[src/rtl/uart_pkg.sv]
// uart_pkg: shared receiver state encoding, default sizes and sample-point helper
package uart_pkg;
  typedef enum logic [2:0] {IDLE, START, DATA, PARITY, STOP} rx_state_t;
  localparam int DEF_OVERSAMPLE = 16;
  localparam int DEF_DATA_BITS = 8;
  function automatic int mid_sample(input int oversample);
    return oversample / 2;
  endfunction
endpackage

[src/rtl/uart_rx_sync.sv]
// uart_rx_sync: rx synchroniser with falling-edge detect and baud_clk rising-edge tick
module uart_rx_sync #(
  parameter int SYNC_STAGES = 2
) (
  input  logic clk,
  input  logic rst,
  input  logic rx,
  input  logic baud_clk,
  input  logic restart,
  output logic rx_s,
  output logic fall,
  output logic tick
);
  logic [SYNC_STAGES-1:0] sync_q;
  logic rx_prev;
  logic baud_prev;
  // synchronise rx, delay it once for edge detect, and remember baud_clk; a restart forgets the old baud phase
  always_ff @(posedge clk) begin
    if (rst) begin
      sync_q <= '1;
      rx_prev <= 1'b1;
      baud_prev <= 1'b0;
    end else begin
      sync_q <= {sync_q[SYNC_STAGES-2:0], rx};
      rx_prev <= rx_s;
      baud_prev <= restart ? 1'b0 : baud_clk;
    end
  end
  assign rx_s = sync_q[SYNC_STAGES-1];
  assign fall = rx_prev & ~rx_s;
  assign tick = baud_clk & ~baud_prev & ~restart;
endmodule

[src/rtl/uart_rx_oversampled.sv]
// uart_rx_oversampled: oversampled UART receiver with valid/ready output; UART_RX_PARITY_EN adds a parity bit and parity_err
module uart_rx_oversampled
  import uart_pkg::*;
#(
  parameter int DATA_BITS = DEF_DATA_BITS,
  parameter int OVERSAMPLE = DEF_OVERSAMPLE,
  parameter int SYNC_STAGES = 2
`ifdef UART_RX_PARITY_EN
  , parameter bit PARITY_ODD = 1'b0
`endif
) (
  input  logic                 clk,
  input  logic                 rst,
  input  logic                 rx,
  input  logic                 baud_clk,
  output logic                 restart_baud_clk,
  output logic [DATA_BITS-1:0] rx_data,
  output logic                 rx_valid,
  input  logic                 rx_ready,
  output logic                 frame_err,
  output logic                 overrun,
  output logic                 busy
`ifdef UART_RX_PARITY_EN
  , output logic               parity_err
`endif
);
  localparam int TW = $clog2(OVERSAMPLE) + 1;
  localparam int BW = $clog2(DATA_BITS + 1);
  localparam logic [TW-1:0] MID_LAST = TW'(mid_sample(OVERSAMPLE) - 1);
  localparam logic [TW-1:0] BIT_LAST = TW'(OVERSAMPLE - 1);
  localparam logic [BW-1:0] LAST_BIT = BW'(DATA_BITS - 1);
  rx_state_t state, state_n;
  logic [TW-1:0] tick_cnt;
  logic [BW-1:0] bit_cnt;
  logic [DATA_BITS-1:0] shift_reg;
  logic rx_s, fall, tick, mid_hit, bit_hit, par_ok;
  uart_rx_sync #(.SYNC_STAGES(SYNC_STAGES)) u_sync (
    .clk(clk),
    .rst(rst),
    .rx(rx),
    .baud_clk(baud_clk),
    .restart(restart_baud_clk),
    .rx_s(rx_s),
    .fall(fall),
    .tick(tick)
  );
  assign mid_hit = tick && tick_cnt == MID_LAST;
  assign bit_hit = tick && tick_cnt == BIT_LAST;
  assign busy = state != IDLE;
`ifdef UART_RX_PARITY_EN
  localparam rx_state_t AFTER_DATA = PARITY;
  logic par_bit;
  assign par_ok = (^shift_reg ^ par_bit) == PARITY_ODD;
  // capture the parity bit and flag a mismatch only when the stop bit is good
  always_ff @(posedge clk) begin
    if (rst) begin
      par_bit <= 1'b0;
      parity_err <= 1'b0;
    end else begin
      parity_err <= state == STOP && bit_hit && rx_s && !par_ok;
      if (state == PARITY && bit_hit) par_bit <= rx_s;
    end
  end
`else
  localparam rx_state_t AFTER_DATA = STOP;
  assign par_ok = 1'b1;
`endif
  // frame sequencing: start is checked mid-bit, later bits one full bit apart
  always_comb begin
    state_n = state;
    case (state)
      IDLE:    state_n = fall ? START : IDLE;
      START:   state_n = mid_hit ? (rx_s ? IDLE : DATA) : START;
      DATA:    state_n = (bit_hit && bit_cnt == LAST_BIT) ? AFTER_DATA : DATA;
      PARITY:  state_n = bit_hit ? STOP : PARITY;
      STOP:    state_n = bit_hit ? IDLE : STOP;
      default: state_n = IDLE;
    endcase
  end
  // state register
  always_ff @(posedge clk) state <= rst ? IDLE : state_n;
  // counters, deserialiser and output handshake; a good byte may load in the same cycle the old one is accepted
  always_ff @(posedge clk) begin
    if (rst) begin
      restart_baud_clk <= 1'b0;
      rx_data <= '0;
      rx_valid <= 1'b0;
      frame_err <= 1'b0;
      overrun <= 1'b0;
      tick_cnt <= '0;
      bit_cnt <= '0;
      shift_reg <= '0;
    end else begin
      restart_baud_clk <= state == IDLE && fall;
      frame_err <= 1'b0;
      overrun <= 1'b0;
      if (rx_valid && rx_ready) rx_valid <= 1'b0;
      if (state == IDLE) begin
        tick_cnt <= '0;
        bit_cnt <= '0;
      end else if (tick) begin
        tick_cnt <= (state == START ? mid_hit : bit_hit) ? '0 : tick_cnt + 1'b1;
      end
      if (state == DATA && bit_hit) begin
        shift_reg <= {rx_s, shift_reg[DATA_BITS-1:1]};
        bit_cnt <= bit_cnt + 1'b1;
      end
      if (state == STOP && bit_hit) begin
        if (!rx_s) begin
          frame_err <= 1'b1;
        end else if (par_ok) begin
          if (rx_valid && !rx_ready) begin
            overrun <= 1'b1;
          end else begin
            rx_data <= shift_reg;
            rx_valid <= 1'b1;
          end
        end
      end
    end
  end
endmodule

[config.mk]
export PLATFORM = sky130hd
export DESIGN_NAME = uart_rx_oversampled
export DESIGN_NICKNAME = d
export VERILOG_FILES = /design/src/rtl/uart_pkg.sv /design/src/rtl/uart_rx_sync.sv /design/src/rtl/uart_rx_oversampled.sv
export SDC_FILE = /design/constraint.sdc
export NUM_CORES = 1
export LEC_CHECK = 0
export CAP_MARGIN = 20
export CORE_ASPECT_RATIO = 1.1
export CORE_MARGIN = 5
export CORE_UTILIZATION = 57
export CTS_BUF_LIST = sky130_fd_sc_hd__clkbuf_4
export DETAILED_ROUTE_END_ITERATION = 8
export GPL_ROUTABILITY_DRIVEN = 0
export PLACE_DENSITY = 0.81
export SYNTH_ARGS = -nofsm -noshare
export SYNTH_HDL_FRONTEND = slang
export SYNTH_HIERARCHICAL = 1
export SYNTH_SLANG_ARGS = --single-unit
[constraint.sdc]
create_clock -name clk -period 2.1 [get_ports clk]
set_input_delay 0.315 -clock clk [delete_from_list [all_inputs] [get_ports clk]]
set_output_delay 0.315 -clock clk [all_outputs]
set_load 0.01 [all_outputs]
==> flow_summary.toml, run 1 <==
[place]
port_buffers = 17
dp_hpwl_um = 2130
place_area_mm2 = 0.00173
pre_cts_ws_ns = -0.0983

[detailed_routing]
remaining_drc_errors = 0
routed_via_density = 5.50
via_count = 1227
ant_nets = 0
avgRoutedWirePerCell_um = 13.6
drt_iter0_drc = 43
drt-pass1-iter-count = 4
drt-total-wl_um = 3020

[sta]
min_period_ns = 1.98
finalCritPeriodShare_pct = 94.3
hold_viol = 0
setup_slack_ns = 0.120
max_freq_mhz = 505
slew_violations = 0
fin_worst_skew_ns = 0.0133
maxSlewHeadroom_pct = 78.1
rsz0062_at_grt = "false"
setup-violations-final = 0
worst_pin_slew_ns = 0.327

[logic_synthesis]
async_reset_ff_share_pct = 0
synth_ff_type = "dfxtp_1"
synth_edf_count = 0
avgSynthCellArea_um2 = 8.90
ys_seq_area_share_pct = 48.2
synth_warnings = 6
syn_nets = 176
synth_top_cell_area_share_pct = 48.2
synthCells = 168
synth_area_leaders = "dfxtp_1 (48%), nand2_1 (6.0%), a21oi_1 (5.7%), mux2i_1 (5.4%), nor2_1 (3.8%)"
yosys.cell_types.count = 37
netlist_area_mm2 = 0.00150
post-synth-top-area-cell = "dfxtp_1"
ys_seq_elements = 36

[grt]
overflow = 0
grt_max_degree = 32
grt_pass1_vias = 1200
grt_usage_pct = 17.5
grt_pass1_wl_um = 5150
antenna_found_initial = 0

[final_layout]
drive_gt1_share_pct = 15.6
layout.nets = 199
num-fill-cells = 205
final_area_mm2 = 0.00183
area.growth.synth_to_final_pct = 22.3
num_antenna_cells = 0

[floorplanning]
core_mm2 = 0.00252
die_h_um = 63.7
placementRows = 19
pin_count = 18
start_util_pct = 59.3
die_area_mm2 = 0.00375
die_w_um = 58.8

[run]
cap_violations = 0

[pwr]
p_comb_share_pct = 4.1
p_per_area_mw_per_mm2 = 672
p_switching_w = 0.000253
irDropWorstVdd_uv = 884
power_frac_clock_pct = 39.5
swShare_pct = 20.6
p_seq_share_pct = 56.4
power.leakage_nw = 0.608
p_int_w = 0.000976

[clock_tree]
clk_pin_slew_ns = 0.11
h-tree-depth = 2
cts_tree = "done"
clockBufferDepth = 2
cts_buffers = 5
cts.sinks = 36
postCtsHoldBufs = 0
cts-root-buf = "clkbuf_4"
clk_latency_ns = 0.34

[worst_setup_path]
cp.arrival_ns = 1.66
path_max_fanout = 11
start_kind = "flip-flop"
end_kind = "primary output"
path_class = "reg -> out"
critical_path_required_ns = 1.78

[worst_hold_path]
hold_class = "reg -> reg"

[status]
outcome = "complete, no violations"
## cell usage after synthesis, drive strengths merged, types with 2 or more instances
| library cell | instances |
|---|---|
| nand2 | 25 |
| xor2 | 2 |
| dfxtp | 36 |
| nand4b | 2 |
| nor3b | 3 |
| mux2i | 8 |
| clkbuf | 3 |
| nor2 | 15 |
| a21oi | 17 |
| buf | 8 |
| nor3 | 4 |
| nand3b | 3 |
| or2 | 3 |
| and3 | 2 |
| nand2b | 7 |
| inv | 2 |
| o21a | 2 |
| nand3 | 8 |
| or3 | 4 |
| ha | 3 |
## cell families (layout without fill, tap and decap cells)
logic type / Yosys count / count (layout) / share of synthesized area, %
buffers and inverters: 13 / 37 / 4.69
adders and majority gates: 3 / 3 / 2.51
muxes: 9 / 9 / 6.11
and+or+nand+nor: 82 / 82 / 28.8
DFF: 36 / 36 / 48.2
AOI/OAI and AO/OA: 23 / 23 / 8.54
xor gates and xnor gates: 2 / 2 / 1.17
## worst paths after layout
kind                                     from                           to  slack, ns  depth (start not counted)
setup / recovery          state[2]$_SDFF_PP0_                         busy       0.12                          2
setup reg to reg     tick_cnt[0]$_SDFFE_PP0P_      bit_cnt[3]$_SDFFE_PP0P_       0.15                          7
hold / removal    u_sync/sync_q[0]$_SDFF_PP1_  u_sync/sync_q[1]$_SDFF_PP1_       0.42                          1
hold reg to reg   u_sync/sync_q[0]$_SDFF_PP1_  u_sync/sync_q[1]$_SDFF_PP1_       0.42                          1
## power by group through the flow
stage | Sequential, W | Combinational [W] | Clock, W
after global placement | 0.000708 | 0.0000480 | 0
after detailed placement | 0.000708 | 0.0000487 | 0
after global routing | 0.000694 | 0.0000543 | 0.000530
final | 0.000693 | 0.0000500 | 0.000486
after CTS | 0.000693 | 0.0000498 | 0.000496
after floorplan | 0.000706 | 0.0000311 | 0
## worst max-delay path, cell delays in order (launching register included)
cell             delay (ns)
dfxtp_2                0.39
or3_4                  0.44
clkdlybuf4s50_1        0.50
## layout by cell type (no fill, tap or decap)
master and count:
dfxtp_1 33, nand2_1 24, a21oi_1 17, clkdlybuf4s50_1 17, nor2_1 15, buf_4 9, mux2i_1 8, nand3_1 8
nand2b_1 6, clkbuf_4 6, nor3_1 4, nand3b_1 3, nor3b_1 3, dfxtp_2 3, or2_1 3, or3_4 2
and3_1 2, inv_1 2, nand4b_1 2, or3_1 2, o21a_1 2, xor2_1 2, ha_2 2, and4_1 1
nand2_2 1, nor4_1 1, or3b_4 1, o21ai_0 1, nand2b_2 1, a31oi_1 1, o32ai_1 1, nand4_1 1
a21boi_1 1, nor4b_2 1, mux2_2 1, ha_1 1, bufinv_16 1, clkinv_2 1, buf_12 1, nor2b_1 1
## area by class of cell
| cell class | instances | area (µm²) | area share (%) |
|---|---|---|---|
| Clock buffer | 6 | 45.0 | 2.46 |
| Clock inverter | 2 | 35.0 | 1.92 |
| Inverter | 2 | 7.51 | 0.410 |
| Multi-Input combinational cell | 119 | 721 | 39.4 |
| Sequential cell | 36 | 724 | 39.6 |
| Tap cell | 31 | 38.8 | 2.12 |
| Timing Repair Buffer | 27 | 258 | 14.1 |
## repair_timing
action / in CTS / in global routing
endpoints found under the setup margin: 1 / 4
setup buffers: 0 / 0
resized for setup: 1 / 6
## per-stage QoR
| stage | cells | setup TNS [ns] | hold WS [ns] | total power (W) | utilization, % |
|---|---|---|---|---|---|
| 6_report | 223 | 0 | 0.423 | 0.00123 | 72.6 |
| 5_1_grt | 223 | 0 | 0.465 | 0.00128 | 72.6 |
| 4_1_cts | 223 | 0 | 0.429 | 0.00124 | 72.0 |
| 3_5_place_dp | 215 | -0.180 | 0.397 | 0.000757 | 68.6 |
| 3_3_place_gp | 215 | 0 | 0.391 | 0.000756 | 68.6 |
| 2_1_floorplan | 168 | 0 | 0.383 | 0.000737 | - |
## metal layers
layer | global-route usage [%] | vias to the layer above | wire [µm]
met2 | 29.7 | 24 | 1520
met5 | 0 | - | 0
met4 | 6.23 | 0 | 45
met3 | 5.92 | 5 | 153
li1 | - | 617 | -
met1 | 20.0 | 581 | 1300
(Power assumes the default switching activity.)
==> inputs of run 2 (changes only) <==
Settings changed: ABC_AREA set to 1.
==> flow_summary.toml, run 2 <==
[clock_tree]
cts.repair.resized = 0
clk_latency_ns = 0.34
clockBufferDepth = 2
cts-root-buf = "clkbuf_4"
postCtsHoldBufs = 0
cts_buffers = 5
post_cts.repair.setup_buffers = 0
cts.sinks = 36
h-tree-depth = 2
clk_pin_slew_ns = 0.09
cts_tree = "done"

[floorplanning]
die_area_mm2 = 0.00383
core_mm2 = 0.00254
die_h_um = 64.4
placementRows = 19
die_w_um = 59.4
pin_count = 18
start_util_pct = 60.3

[pwr]
power_frac_clock_pct = 29.3
p_per_area_mw_per_mm2 = 598
p_switching_w = 0.000239
p_total_w = 0.00106
irDropWorstVdd_uv = 579
p_int_w = 0.000824
power.leakage_nw = 0.729
swShare_pct = 22.5
p_comb_share_pct = 5.5
p_seq_share_pct = 65.1

[sta]
tns_ns = 0
setup-violations-final = 0
fin_worst_skew_ns = 0.00504
finalCritPeriodShare_pct = 94.3
hold_ws_ns = 0.418
min_period_ns = 1.98
maxSlewHeadroom_pct = 66.2
max_freq_mhz = 505
hold_viol = 0
worst_pin_slew_ns = 0.506
slew_violations = 0
rsz0062_at_grt = "false"

[detailed_routing]
via_count = 1297
drt-pass1-iter-count = 4
avgRoutedWirePerCell_um = 11.4
drt-total-wl_um = 3020
ant_nets = 0
drt_iter0_drc = 43
remaining_drc_errors = 0
routed_via_density = 4.91

[final_layout]
drive_gt1_share_pct = 6.44
area.growth.synth_to_final_pct = 15.9
layout.nets = 243
layout_common_cells = "nor2_1 (55), nand2_1 (40), dfxtp_1 (36)"
final_common_cell = "nor2_1"
num-fill-cells = 211
fin_util_pct = 69.8
seq_area_um2 = 721
num_antenna_cells = 0
multi_input_area_um2 = 681

[grt]
grt_pass1_vias = 1294
overflow = 0
grt_usage_pct = 18.5
grt_pass1_wl_um = 5380
grt_max_degree = 20
antenna_found_initial = 0

[place]
port_buffers = 17
dp_hpwl_um = 2200

[worst_setup_path]
cp.arrival_ns = 1.66
start_kind = "flip-flop"
path_class = "reg -> out"
reg2reg_from = "tick_cnt[0]$_SDFFE_PP0P_"
startpoint = "state[2]$_SDFF_PP0_"
end_kind = "primary output"
critical_path_required_ns = 1.78
path_max_fanout = 6

[run]
cap_violations = 0

[logic_synthesis]
synth_warnings = 6
syn_nets = 220
avgSynthCellArea_um2 = 7.23
synth_ff_type = "dfxtp_1"
post-synth-top-area-cell = "dfxtp_1"
netlist_area_mm2 = 0.00153
async_reset_ff_share_pct = 0
synth_area_leaders = "dfxtp_1 (47%), nor2_1 (13%), nand2_1 (9.8%), inv_1 (6.1%), o21ai_0 (3.9%)"
yosysMostFrequentCell = "nor2_1"
ys_seq_elements = 36
ys_seq_area_share_pct = 47.0
synth_edf_count = 0
synthCells = 212
synth_top_cell_area_share_pct = 47.0
yosys.cell_types.count = 25
yosys-top-cells-count = "nor2_1 (55), nand2_1 (40), dfxtp_1 (36)"

[status]
outcome = "complete, no violations"

[worst_hold_path]
hold_start = "u_sync/sync_q[0]$_SDFF_PP1_"
hold_class = "reg -> reg"
run 2: per-layer routing:
| layer | wire [µm] | global-route usage [%] | up-vias |
|---|---|---|---|
| li1 | - | - | 696 |
| met1 | 1390 | 21.0 | 567 |
| met2 | 1390 | 29.2 | 26 |
| met3 | 165 | 6.44 | 8 |
| met4 | 79 | 10.8 | 0 |
| met5 | 0 | 0 | - |
run 2: final cells by class:
type                            instances  share of cell area (%)
Inverter                               26                    5.56
Clock buffer                            5                    2.11
Multi-Input combinational cell        145                    38.3
Sequential cell                        36                    40.6
Tap cell                               31                    2.18
Timing Repair Buffer                   21                    11.3
run 2: power by group through the flow:
stage	logic (W)	registers, W	clock network, W
after floorplan	0.0000361	0.000707	0
after global placement	0.0000562	0.000708	0
after detailed placement	0.0000588	0.000708	0
after CTS	0.0000594	0.000692	0.000322
after global routing	0.0000673	0.000693	0.000361
final	0.0000589	0.000692	0.000312
run 2: worst max-delay path, cell delays in order (launching register included):
cell and delay (ns):
dfxtp_1 0.47, inv_1 0.15, nand2_2 0.15, clkdlybuf4s50_1 0.56
run 2: path summary, 6_finish.rpt:
check                                              endpoint  slack [ns]  depth (start not counted)
worst max-delay path                                   busy        0.12                          3
worst min-delay path            u_sync/sync_q[1]$_SDFF_PP1_        0.42                          1
worst max register to register    shift_reg[7]$_SDFFE_PP0P_        0.31                          9
worst min register to register  u_sync/sync_q[1]$_SDFF_PP1_        0.42                          1
run 2: cells by family after synthesis:
group                    count (synthesis)  share of synthesized area, %
buffers and inverters                   31                          8.57
adder cells (fa/ha/maj)                  3                          2.45
XOR/XNOR                                 3                          1.71
AND/OR/NAND/NOR                        119                          33.6
AO/OA/AOI/OAI                           20                          6.69
flip-flops                              36                          47.0
run 2: per-stage QoR:
| stage | std cells | setup WS, ns | area [µm²] |
|---|---|---|---|
| after floorplan | 212 | 0.498 | 1530 |
| after global placement | 259 | 0.203 | 1740 |
| after detailed placement | 259 | 0.142 | 1740 |
| after CTS | 264 | 0.114 | 1780 |
| after global routing | 264 | 0.0379 | 1780 |
| final | 264 | 0.120 | 1780 |
==> inputs of run 3 (changes only) <==
Settings changed: ABC_AREA 1 to not set, CORE_UTILIZATION 57 to 54, CTS_BUF_LIST sky130_fd_sc_hd__clkbuf_4 to sky130_fd_sc_hd__clkbuf_8 sky130_fd_sc_hd__clkbuf_16, PLACE_DENSITY 0.81 to 0.78.
==> flow_summary.toml, run 3 (same netlist as run 1, synthesis figures left out) <==
[status]
outcome = "complete, no violations"

[pwr]
p_per_area_mw_per_mm2 = 668
power.leakage_nw = 0.624
irDropWorstVdd_uv = 503
p_total_w = 0.00123

[sta]
min_period_ns = 2.00
setup_slack_ns = 0.104
hold_viol = 0
maxSlewHeadroom_pct = 75.0
worst_pin_slew_ns = 0.374
hold_ws_ns = 0.410
max_freq_mhz = 501
rsz0062_at_grt = "false"
finalCritPeriodShare_pct = 95.1
setup-violations-final = 0
fin_worst_skew_ns = 0.00314
tns_ns = 0
slew_violations = 0

[floorplanning]
start_util_pct = 55.3
die_w_um = 60.2
core_mm2 = 0.00270
pin_count = 18
die_h_um = 65.2
placementRows = 20
die_area_mm2 = 0.00392

[worst_setup_path]
reg2reg_slack_ns = 0.17
end_kind = "primary output"
path_cells = "or3_4 -> clkdlybuf4s50_1"
cp_num_cells = 2
startpoint = "state[2]$_SDFF_PP0_"
critical_path_required_ns = 1.78
path_max_fanout = 11
path_class = "reg -> out"
critPathBufInv = 1
cp-endpoint = "busy"
reg2reg_from = "tick_cnt[1]$_SDFFE_PP0P_"
rr_endpoint = "bit_cnt[3]$_SDFFE_PP0P_"
critPathTopFamily = "buffers and inverters"
start_kind = "flip-flop"
cp.arrival_ns = 1.68
critPathSlowestCell = "clkdlybuf4s50_1"
max_stage_delay_ns = 0.50
r2r_cells = 7

[final_layout]
num-fill-cells = 225
final_common_cell = "dfxtp_1"
multi_input_area_um2 = 716
fin_util_pct = 68.1
area.growth.synth_to_final_pct = 23.2
drive_gt1_share_pct = 13.0
layout.nets = 200
num_antenna_cells = 0
layout_common_cells = "dfxtp_1 (35), nand2_1 (24), a21oi_1 (17), clkdlybuf4s50_1 (17), nor2_1 (15)"
seq_area_um2 = 722

[worst_hold_path]
hold_class = "reg -> reg"

[detailed_routing]
via_count = 1239
drt_iter0_drc = 33
drt-pass1-iter-count = 4
ant_nets = 0
avgRoutedWirePerCell_um = 13.0
drt-total-wl_um = 2940
remaining_drc_errors = 0
routed_via_density = 5.48

[clock_tree]
clk_latency_ns = 0.29
cts_buffers = 5
cts.sinks = 36
post_cts.repair.setup_buffers = 0
cts-root-buf = "clkbuf_8"
clockBufferDepth = 2
cts_tree = "done"
h-tree-depth = 2
clk_pin_slew_ns = 0.07

[grt]
grt_usage_pct = 17.4
grt_max_degree = 32
grt_pass1_wl_um = 5110
antenna_found_initial = 0
grt_pass1_vias = 1234
overflow = 0

[place]
dp_hpwl_um = 2110
port_buffers = 17
pre_cts_ws_ns = -0.0640

[run]
cap_violations = 0
[run 3: cell types whose count changed in the layout (fill, tap and decap cells not counted), sizes merged, moves of 3 or more]
| cell | delta |
|---|---|
| inv | -21 |
| nor3b | +3 |
| nand4 | -3 |
| buf | +7 |
| mux2i | +8 |
| a21oi | +10 |
| nand2 | -17 |
| nor2 | -42 |
| o21ai | -11 |
| nand2b | +7 |
| nand3b | +3 |
| or3 | +4 |
[run 3: how the worst min path moves through the flow]
stage,end,cells past startpoint,slack [ns],from
floorplan,u_sync/sync_q[1]$_SDFF_PP1_,1,0.38,u_sync/sync_q[0]$_SDFF_PP1_
CTS,u_sync/sync_q[1]$_SDFF_PP1_,1,0.41,u_sync/sync_q[0]$_SDFF_PP1_
finish,u_sync/sync_q[1]$_SDFF_PP1_,1,0.41,u_sync/sync_q[0]$_SDFF_PP1_
detailed placement,u_sync/sync_q[1]$_SDFF_PP1_,1,0.40,u_sync/sync_q[0]$_SDFF_PP1_
global route,u_sync/sync_q[1]$_SDFF_PP1_,1,0.42,u_sync/sync_q[0]$_SDFF_PP1_
global placement,u_sync/sync_q[1]$_SDFF_PP1_,1,0.39,u_sync/sync_q[0]$_SDFF_PP1_
[run 3: layout make-up]
class | instances | area share (%)
clock buffer | 6 | 4.48
clock inverter | 2 | 0.408
inverter | 2 | 0.408
multi-input combinational | 119 | 38.9
sequential | 36 | 39.2
tap | 33 | 2.24
timing repair buffer | 28 | 14.4
[run 3: repair_timing]
| action | 4_1_cts | 5_1_grt |
|---|---|---|
| resized for setup | 0 | 3 |
| hold buffers | 0 | 0 |
| endpoints found under the setup margin | 0 | 2 |
[run 3: layer usage]
layer / up-vias / part of all wire (%) / GRT usage (%)
li1: 619 / - / -
met1: 588 / 43 / 19.1
met2: 26 / 50 / 28.0
met3: 6 / 4.4 / 5.89
met4: 0 / 2.0 / 11.4
met5: - / 0 / 0
[run 3: per-stage QoR]
step,instance area [µm²],std cells
floorplan,1500,168
global placement,1740,218
detailed placement,1740,218
CTS,1830,226
global route,1840,226
finish,1840,226
[run 3: worst reg2reg max path, delay by kind of cell (launching register included)]
family          cells  cell delay [ns]
compound gates      1             0.16
flops               1             0.35
simple gates        4             0.95
fa+ha+maj           2             0.40
[run 3: where the power goes]
group          internal (W)  leakage (nW)  switching, W
sequential         0.000688         0.291    0.00000537
combinational     0.0000266         0.278     0.0000250
clock              0.000257        0.0538      0.000228
total              0.000972         0.624      0.000258
